File: src/rtl/muldiv_sequencer.sv
// Iterative signed multiply/divide sequencer owning the HI/LO registers.
// Shift/add multiply and restoring divide over WIDTH cycles, then a sign fix-up.
module muldiv_sequencer #(
    parameter int unsigned WIDTH = 32
) (
    input  logic             clk,
    input  logic             reset,
    input  logic             start,
    input  logic             op,
    input  logic [WIDTH-1:0] a,
    input  logic [WIDTH-1:0] b,
    output logic             busy,
    output logic             done,
    output logic             div_zero,
    output logic [WIDTH-1:0] hi,
    output logic [WIDTH-1:0] lo
);

    localparam int unsigned CNT_W  = $clog2(WIDTH) + 1;
    localparam int unsigned RW     = WIDTH + 1;
    localparam int unsigned PW     = 2 * WIDTH;

    typedef enum logic [1:0] {
        IDLE   = 2'd0,
        CALC   = 2'd1,
        FINISH = 2'd2
    } state_t;

    state_t             state_q,  state_d;
    logic [CNT_W-1:0]   cnt_q,    cnt_d;
    logic               op_q,     op_d;
    logic               rsign_q,  rsign_d;
    logic               dsign_q,  dsign_d;
    logic [WIDTH-1:0]   abs_a_q,  abs_a_d;
    logic [WIDTH-1:0]   abs_b_q,  abs_b_d;
    logic [PW-1:0]      prod_q,   prod_d;
    logic [RW-1:0]      rem_q,    rem_d;
    logic [WIDTH-1:0]   quo_q,    quo_d;
    logic               busy_q,   busy_d;
    logic               done_q,   done_d;
    logic               dz_q,     dz_d;
    logic [WIDTH-1:0]   hi_q,     hi_d;
    logic [WIDTH-1:0]   lo_q,     lo_d;

    logic [WIDTH-1:0]   abs_a_in, abs_b_in;
    logic [RW-1:0]      add_sum;
    logic [RW-1:0]      rem_shift, rem_trial;
    logic [PW-1:0]      prod_fix;
    logic [WIDTH-1:0]   quo_fix, rem_fix;

    // Next-state, datapath step and output computation
    always_comb begin
        state_d = state_q;
        cnt_d   = cnt_q;
        op_d    = op_q;
        rsign_d = rsign_q;
        dsign_d = dsign_q;
        abs_a_d = abs_a_q;
        abs_b_d = abs_b_q;
        prod_d  = prod_q;
        rem_d   = rem_q;
        quo_d   = quo_q;
        busy_d  = busy_q;
        done_d  = 1'b0;
        dz_d    = 1'b0;
        hi_d    = hi_q;
        lo_d    = lo_q;

        // Most-negative operand maps to its unsigned magnitude naturally
        abs_a_in  = a[WIDTH-1] ? -a : a;
        abs_b_in  = b[WIDTH-1] ? -b : b;

        add_sum   = {1'b0, prod_q[PW-1:WIDTH]} + (prod_q[0] ? {1'b0, abs_a_q} : '0);
        rem_shift = (rem_q << 1) | RW'(quo_q[WIDTH-1]);
        rem_trial = rem_shift - {1'b0, abs_b_q};

        prod_fix  = rsign_q ? -prod_q : prod_q;
        quo_fix   = rsign_q ? -quo_q : quo_q;
        rem_fix   = dsign_q ? -rem_q[WIDTH-1:0] : rem_q[WIDTH-1:0];

        case (state_q)
            IDLE: begin
                if (start) begin
                    op_d    = op;
                    abs_a_d = abs_a_in;
                    abs_b_d = abs_b_in;
                    rsign_d = a[WIDTH-1] ^ b[WIDTH-1];
                    dsign_d = a[WIDTH-1];
                    cnt_d   = '0;
                    prod_d  = {{WIDTH{1'b0}}, abs_b_in};
                    rem_d   = '0;
                    quo_d   = abs_a_in;
                    if (op && (b == '0)) begin
                        done_d = 1'b1;
                        dz_d   = 1'b1;
                    end else begin
                        state_d = CALC;
                        busy_d  = 1'b1;
                    end
                end
            end
            CALC: begin
                if (op_q) begin
                    if (!rem_trial[WIDTH]) begin
                        rem_d = rem_trial;
                        quo_d = {quo_q[WIDTH-2:0], 1'b1};
                    end else begin
                        rem_d = rem_shift;
                        quo_d = {quo_q[WIDTH-2:0], 1'b0};
                    end
                end else begin
                    prod_d = {add_sum, prod_q[WIDTH-1:1]};
                end
                cnt_d = cnt_q + CNT_W'(1);
                if (cnt_q == CNT_W'(WIDTH - 1)) begin
                    state_d = FINISH;
                end
            end
            FINISH: begin
                if (op_q) begin
                    hi_d = rem_fix;
                    lo_d = quo_fix;
                end else begin
                    hi_d = prod_fix[PW-1:WIDTH];
                    lo_d = prod_fix[WIDTH-1:0];
                end
                state_d = IDLE;
                busy_d  = 1'b0;
                done_d  = 1'b1;
            end
            default: begin
                state_d = IDLE;
                busy_d  = 1'b0;
            end
        endcase
    end

    // State and output registers, synchronous reset
    always_ff @(posedge clk) begin
        if (reset) begin
            state_q <= IDLE;
            cnt_q   <= '0;
            op_q    <= 1'b0;
            rsign_q <= 1'b0;
            dsign_q <= 1'b0;
            abs_a_q <= '0;
            abs_b_q <= '0;
            prod_q  <= '0;
            rem_q   <= '0;
            quo_q   <= '0;
            busy_q  <= 1'b0;
            done_q  <= 1'b0;
            dz_q    <= 1'b0;
            hi_q    <= '0;
            lo_q    <= '0;
        end else begin
            state_q <= state_d;
            cnt_q   <= cnt_d;
            op_q    <= op_d;
            rsign_q <= rsign_d;
            dsign_q <= dsign_d;
            abs_a_q <= abs_a_d;
            abs_b_q <= abs_b_d;
            prod_q  <= prod_d;
            rem_q   <= rem_d;
            quo_q   <= quo_d;
            busy_q  <= busy_d;
            done_q  <= done_d;
            dz_q    <= dz_d;
            hi_q    <= hi_d;
            lo_q    <= lo_d;
        end
    end

    assign busy     = busy_q;
    assign done     = done_q;
    assign div_zero = dz_q;
    assign hi       = hi_q;
    assign lo       = lo_q;

endmodule
File: config.mk
export PLATFORM = sky130hd
export DESIGN_NAME = muldiv_sequencer
export DESIGN_NICKNAME = d
export VERILOG_FILES = /design/src/rtl/muldiv_sequencer.sv
export SDC_FILE = /design/constraint.sdc
export NUM_CORES = 1
export LEC_CHECK = 0
export BUFFER_PORTS_ARGS = -buffer_cell sky130_fd_sc_hd__buf_2
export CAP_MARGIN = 20
export CORE_MARGIN = 1
export CORE_UTILIZATION = 54
export CTS_CLUSTER_SIZE = 25
export DETAILED_ROUTE_END_ITERATION = 8
export PLACE_DENSITY = 0.7
export SETUP_SLACK_MARGIN = 0.2
export SYNTH_ARGS = -nofsm -noshare
export SYNTH_HDL_FRONTEND = slang
export SYNTH_SLANG_ARGS = --single-unit
File: constraint.sdc
create_clock -name clk -period 8.9 [get_ports clk]
set_input_delay 1.78 -clock clk [delete_from_list [all_inputs] [get_ports clk]]
set_output_delay 1.78 -clock clk [all_outputs]
set_load 0.02 [all_outputs]
==> run metrics, run 1 <==
status finished, final reports clean; # diodes 0; fmax 0.2240 GHz; Post-Route WL 57410 µm; r2r setup slk 4.44 ns; worst-path maximum fanout 25; async set or reset register ratio after synthesis 0%; Top delay family on crit path compound AO/OA/AOI/OAI gates; final antenna-violating net count 0; NetSw between 1 and 1.5 mW; number of synthesized register bits 270; clock tree buffer depth 3; Synth Instances 2366; 1st-iter DRT viols between 1500 and 2000; H-tree depth 2; total power approximately 3.3 mW; crit path max-delay cell type xnor2_2; total congestion overflow 0; synth unique cells 78; CP max stage delay 0.68 ns; CP startpoint kind flip-flop; global-route wire length before repair 87680 µm; setup TNS 0 ns; effective utilization at floorplan 55.49%; CP Buf/Inv Count 2; Clock transition at path regs 0.06 ns; CTS tree yes; worst-margin pin slew around 1.0 ns; Clk pwr share 39.9%; worst endpoint data arrival time 4.89 ns; num rows between 60 and 70; Flop pwr share 40.6%; largest net degree at the start of global routing 100; fin crit period between 4 and 5 ns; drt pass-1 iters 5; post-CTS setup buffers 0; Pwr Density 165.8 mW/mm²; final period utilization about half; initial antenna violation count 1; Final Cell Area between 0.02 and 0.025 mm²; CP Data Required Time 9.32 ns; vias post-DR 17836; main flop type after synthesis dfxtp_1; cell area after synthesis 0.01824 mm²; Area after DPL 0.01909 mm²; Final nets 2546; internal power 2.287 mW; RSZ-0062 raised after global routing false; Sw Share 31.55%; final setup fails 0; Post-Syn Nets approximately 2500; Die Area 0.03451 mm²; VDD IR-drop max 0.1327 mV; WL/cell 20.00 µm; Skew-Pair Late Insertion Delay approximately 0.54 ns; Setup crit end kind flip-flop; CP cell instances inv_1, ha_1, fa_1, nand2b_1, a21o_1, a21oi_1, a21oi_1, o21ai_0, a211oi_1, xnor2_2, buf_4, o21ai_0, a31o_2; critical path class reg -> reg; Core ar. 0.03287 mm²; register area share after synthesis 29.64%; synth-to-layout area growth 10.53%; vias in the first global route roughly 16000; max-cap viol count 0; Slew Limit Fails 0; commonest non-fill, non-tap cell in the layout nor2_1; Warnings, synthesis 0; fraction of layout cells with a size suffix above 1 10.26%; Ports about 140; Inserted Clock Buffers 34; post-CTS resize count 0; relative slew slack 30.34%; combinational share of power 19.5%; Die Width between 150 and 200 µm; Mean Syn Cell Area 7.708 µm²; DIE HEIGHT 185.8 µm; Hold Buf Count CTS 0; most frequent cells in the layout 282 x nor2_1, 268 x dfxtp_1, 247 x nand2_1, 168 x a21oi_1, 150 x o21ai_0; Via density 6.215; P_leak 8.243 nW; Worst Clk Skew approximately 0.02 ns; Final Hold Fails 0; HP Class reg -> reg; Port Buffers 134; overall global routing resource usage 32.55%; CTS root buf clkbuf_16; clock sink total 270; EDFF count, synth 0; number of remaining DRC errors 0; RD Place Congestion 0.9536; post-DP HPWL 42240 µm
[worst reg2reg max path, cell delays in order, from the launching register on]
cell      delay [ns]
dfxtp_1         0.33
inv_1           0.09
ha_1            0.22
fa_1            0.38
nand2b_1        0.20
a21o_1          0.19
a21oi_1         0.32
a21oi_1         0.15
o21ai_0         0.63
a211oi_1        0.23
xnor2_2         0.68
buf_4           0.52
o21ai_0         0.18
a31o_2          0.23
[power groups by stage]
stage	sequential (mW)	clock, mW	combinational, mW
floorplan	1.33	0	0.490
global placement	1.37	0	0.630
detailed placement	1.38	0	0.640
CTS	1.35	1.35	0.645
global route	1.36	1.40	0.720
finish	1.36	1.33	0.653
[layout make-up]
type | instances | area (µm²)
tap | 442 | 553.0
clock inverter | 8 | 67.56
multi-input combinational | 1887 | 12070
inverter | 58 | 217.7
timing repair buffer | 155 | 834.6
clock buffer | 50 | 1002
sequential | 270 | 5410
fill | 3106 | 12710
[stage by stage]
stage               util, %  cells  setup slack [ns]  hold slack, ns
finish                61.33   2870             4.436          0.4463
global route          61.33   2870             4.164          0.4625
CTS                   61.33   2870             4.487          0.4438
detailed placement    58.08   2812             4.024          0.4347
global placement      58.08   2812             4.031          0.4332
floorplan                 -   2366             4.399          0.4317
[path summary, 6_finish.rpt]
check | cells past startpoint | endpoint | from
setup / recovery | 13 | rem_q[31] | quo_q[31]
hold / removal | 2 | hi[2] | hi[2]
setup reg to reg | 13 | rem_q[31] | quo_q[31]
hold reg to reg | 2 | hi[2] | hi[2]
[Yosys cell counts, drive strengths merged, types with 5 or more instances]
cell type / count / area share [%]
nor2: 285 / 5.9
dfxtp: 270 / 30
nand2: 247 / 5.1
a21oi: 169 / 4.6
o21ai: 156 / 4.3
clkbuf: 133 / 2.7
a211oi: 126 / 5.2
xor2: 115 / 5.5
xnor2: 83 / 4.0
ha: 70 / 4.8
inv: 58 / 1.2
o31ai: 58 / 2.5
nor3: 38 / 1.0
a21o: 37 / 1.5
mux2i: 37 / 2.0
and2: 36 / 1.2
or4: 34 / 1.5
or3: 30 / 1.0
a22o: 29 / 1.4
nand2b: 29 / 1.0
nand3: 29 / 0.80
o211ai: 26 / 1.1
nor4: 23 / 0.79
a31oi: 21 / 0.72
o41ai: 21 / 1.2
buf: 18 / 0.49
nor2b: 15 / 0.51
nand4: 13 / 0.45
o21a: 13 / 0.54
a22oi: 11 / 0.45
nor3b: 8 / 0.33
or2: 8 / 0.27
a21boi: 7 / 0.29
a311oi: 7 / 0.34
o21bai: 7 / 0.29
and3: 6 / 0.21
mux4: 6 / 0.74
nand3b: 6 / 0.25
a211o: 5 / 0.24
a32o: 5 / 0.27
o221ai: 5 / 0.24
o22ai: 5 / 0.17
o311ai: 5 / 0.24
[sequential cells by signal, indices dropped and copies added, names as in the netlist, 2 cells and up]
signal,cells
prod_q,64
abs_a_q,32
abs_b_q,32
hi,32
lo,32
quo_q,32
rem_q,32
cnt_q,6
state_q,2
[layer usage]
metal | routed length (µm) | GRT usage [%] | up-vias
met5 | 9 | 0 | -
met4 | 2336 | 14.07 | 2
met3 | 4363 | 5.498 | 106
met2 | 25330 | 50.81 | 680
met1 | 25360 | 44.03 | 8350
li1 | - | - | 8698
[logic make-up (layout without fill, tap and decap cells)]
group	after synthesis	in the layout	synth area share, %
AO/OA/AOI/OAI	750	750	27.37
AND/OR/NAND/NOR	820	820	21.03
adder cells (fa/ha/maj)	72	72	5.022
multiplexers	47	47	3.019
buffers and inverters	209	271	4.418
XOR/XNOR	198	198	9.509
flip-flops	270	270	29.64
No activity file was read; power rests on OpenSTA's default activity.
==> run 2: changes to the inputs <==
--- a/config.mk
+++ b/config.mk
@@ -11,7 +11,7 @@
 export CORE_UTILIZATION = 54
 export CTS_CLUSTER_SIZE = 25
 export DETAILED_ROUTE_END_ITERATION = 8
-export PLACE_DENSITY = 0.7
+export PLACE_DENSITY = 0.73
 export SETUP_SLACK_MARGIN = 0.2
 export SYNTH_ARGS = -nofsm -noshare
 export SYNTH_HDL_FRONTEND = slang
==> constraint.sdc (replaced) <==
create_clock -name clk -period 3.7 [get_ports clk]
set_input_delay 0.74 -clock clk [delete_from_list [all_inputs] [get_ports clk]]
set_output_delay 0.74 -clock clk [all_outputs]
set_load 0.02 [all_outputs]
==> run metrics, run 2 (synthesis results as in run 1) <==
Post-Route WL between 50000 and 60000 µm; final setup fails 0; vias post-DR roughly 18000; Worst Clk Skew 0.008516 ns; Final nets roughly 2600; most frequent cells in the layout 282 x nor2_1, 268 x dfxtp_1, 247 x nand2_1, 167 x a21oi_1, 150 x o21ai_0; Inserted Clock Buffers 31; clock tree buffer depth 3; worst endpoint data arrival time between 3 and 4 ns; vias in the first global route 16458; CP Data Required Time between 4 and 5 ns; overall global routing resource usage 33.83%; Pwr Density a little over 400 mW/mm²; post-DP HPWL 44650 µm; CP max stage delay 0.55 ns; Via density around 6.2; HP Class in -> reg; Skew-Pair Late Insertion Delay 0.58 ns; Reg with most FFs prod_q; drt pass-1 iters 6; DIE HEIGHT 185.8 µm; Crit path depth 8; Largest register FFs 64; Worst Reg-to-Reg Cells 8; r2r setup slk 0.29 ns; Port Buffers 134; fraction of layout cells with a size suffix above 1 13.06%; filler cell count 2993; clock sink total 270; Slew Limit Fails 0; relative slew slack 34.08%; most frequent CP cell or4_4; RSZ-0062 raised after global routing false; max-cap viol count 0; total congestion overflow 0; worst-margin pin slew 0.9875 ns; Worst Setup SP prod_q[20]; fin crit period 3.407 ns; num rows 66; crit path max-delay cell type or4_4; # diodes 0; final antenna-violating net count 0; Die Width 185.8 µm; P_leak 8.590 nW; worst r2r src prod_q[20]; global-route wire length before repair 91180 µm; Setup crit end kind flip-flop; Ports 135; critical path class reg -> reg; endpoint of the lowest-slack register-to-register path hi[28]; fmax 0.2935 GHz; CTS root buf clkbuf_16; WL/cell about 20 µm; status finished, final reports clean; largest net degree at the start of global routing between 80 and 90; placement-stage worst setup slack -0.002085 ns; Top delay family on crit path simple AND/OR/NAND/NOR gates; final period utilization 92.09%; CTS tree yes; effective utilization at floorplan 55.49%; Die Area 0.03451 mm²; post-CTS setup buffers 0; commonest non-fill, non-tap cell in the layout nor2_1; Core ar. 0.03287 mm²; CP startpoint kind flip-flop; worst setup path endpoint hi[28]; initial antenna violation count 0; 1st-iter DRT viols 1710; Clock transition at path regs 0.06 ns; CP Buf/Inv Count 0; final hold slack 0.4309 ns; VDD IR-drop max 0.3701 mV; worst-path maximum fanout 5; post-layout worst setup margin 0.2926 ns; RD Place Congestion about 0.94; synth-to-layout area growth 13.65%; number of remaining DRC errors 0; Final Hold Fails 0; CP cell instances or4_4, or4b_4, or4_4, or4_4, or2_1, o21ai_1, xor2_1, o221ai_1; H-tree depth 1
-- run 2: metal layers --
layer	global-route usage [%]	vias to the layer above	part of all wire, %
met3	5.185	138	8.3
met5	0	-	0
li1	-	8814	-
met1	46.56	8519	44
met2	52.61	769	44
met4	13.70	0	4.3
-- run 2: report_power, final --
part | switching (mW) | total, mW | internal (mW)
Sequential | 0.190 | 3.24 | 3.05
Clock | 1.34 | 3.40 | 2.06
Combinational | 1.07 | 1.72 | 0.647
-- run 2: area by class of cell --
cell class	instances	area, µm²	share of cell area (%)
multi-input combinational	1887	12110	58.43
sequential	270	5410	26.10
timing repair buffer	215	1314	6.338
clock buffer	34	807.0	3.894
tap	442	553.0	2.668
clock inverter	24	314.1	1.515
inverter	58	217.7	1.050
-- run 2: how the worst min path moves through the flow --
stage / from / to / slack [ns] / cells past startpoint
floorplan: abs_a_q[0] / abs_a_q[0] / 0.43 / 2
global placement: hi[2] / hi[2] / 0.43 / 2
detailed placement: hi[2] / hi[2] / 0.44 / 2
CTS: op / op_q / 0.42 / 3
global route: op / op_q / 0.45 / 3
finish: op / op_q / 0.43 / 3
-- run 2: tightest hold or removal path, delay by kind of cell --
family,cells,cell delay (ns)
AO/OA/AOI/OAI,1,0.05
buffers and inverters,1,0.12
AND/OR/NAND/NOR,1,0.06
-- run 2: stage by stage --
step | area [µm²] | TNS (ns) | power, mW | instances | utilization [%]
after CTS | 20690 | 0 | 8.334 | 2930 | 62.95
after detailed placement | 19560 | -0.002085 | 4.958 | 2872 | 59.52
after global placement | 19560 | 0 | 4.930 | 2872 | 59.52
after global routing | 20730 | 0 | 8.682 | 2930 | 63.07
final | 20730 | 0 | 8.359 | 2930 | 63.07
after floorplan | 18240 | 0 | 4.389 | 2366 | -
-- run 2: timing repair --
item / 4_1_cts / 5_1_grt
gates resized for setup: 1 / 9
hold buffers: 0 / 0
setup endpoints to repair: 3 / 11
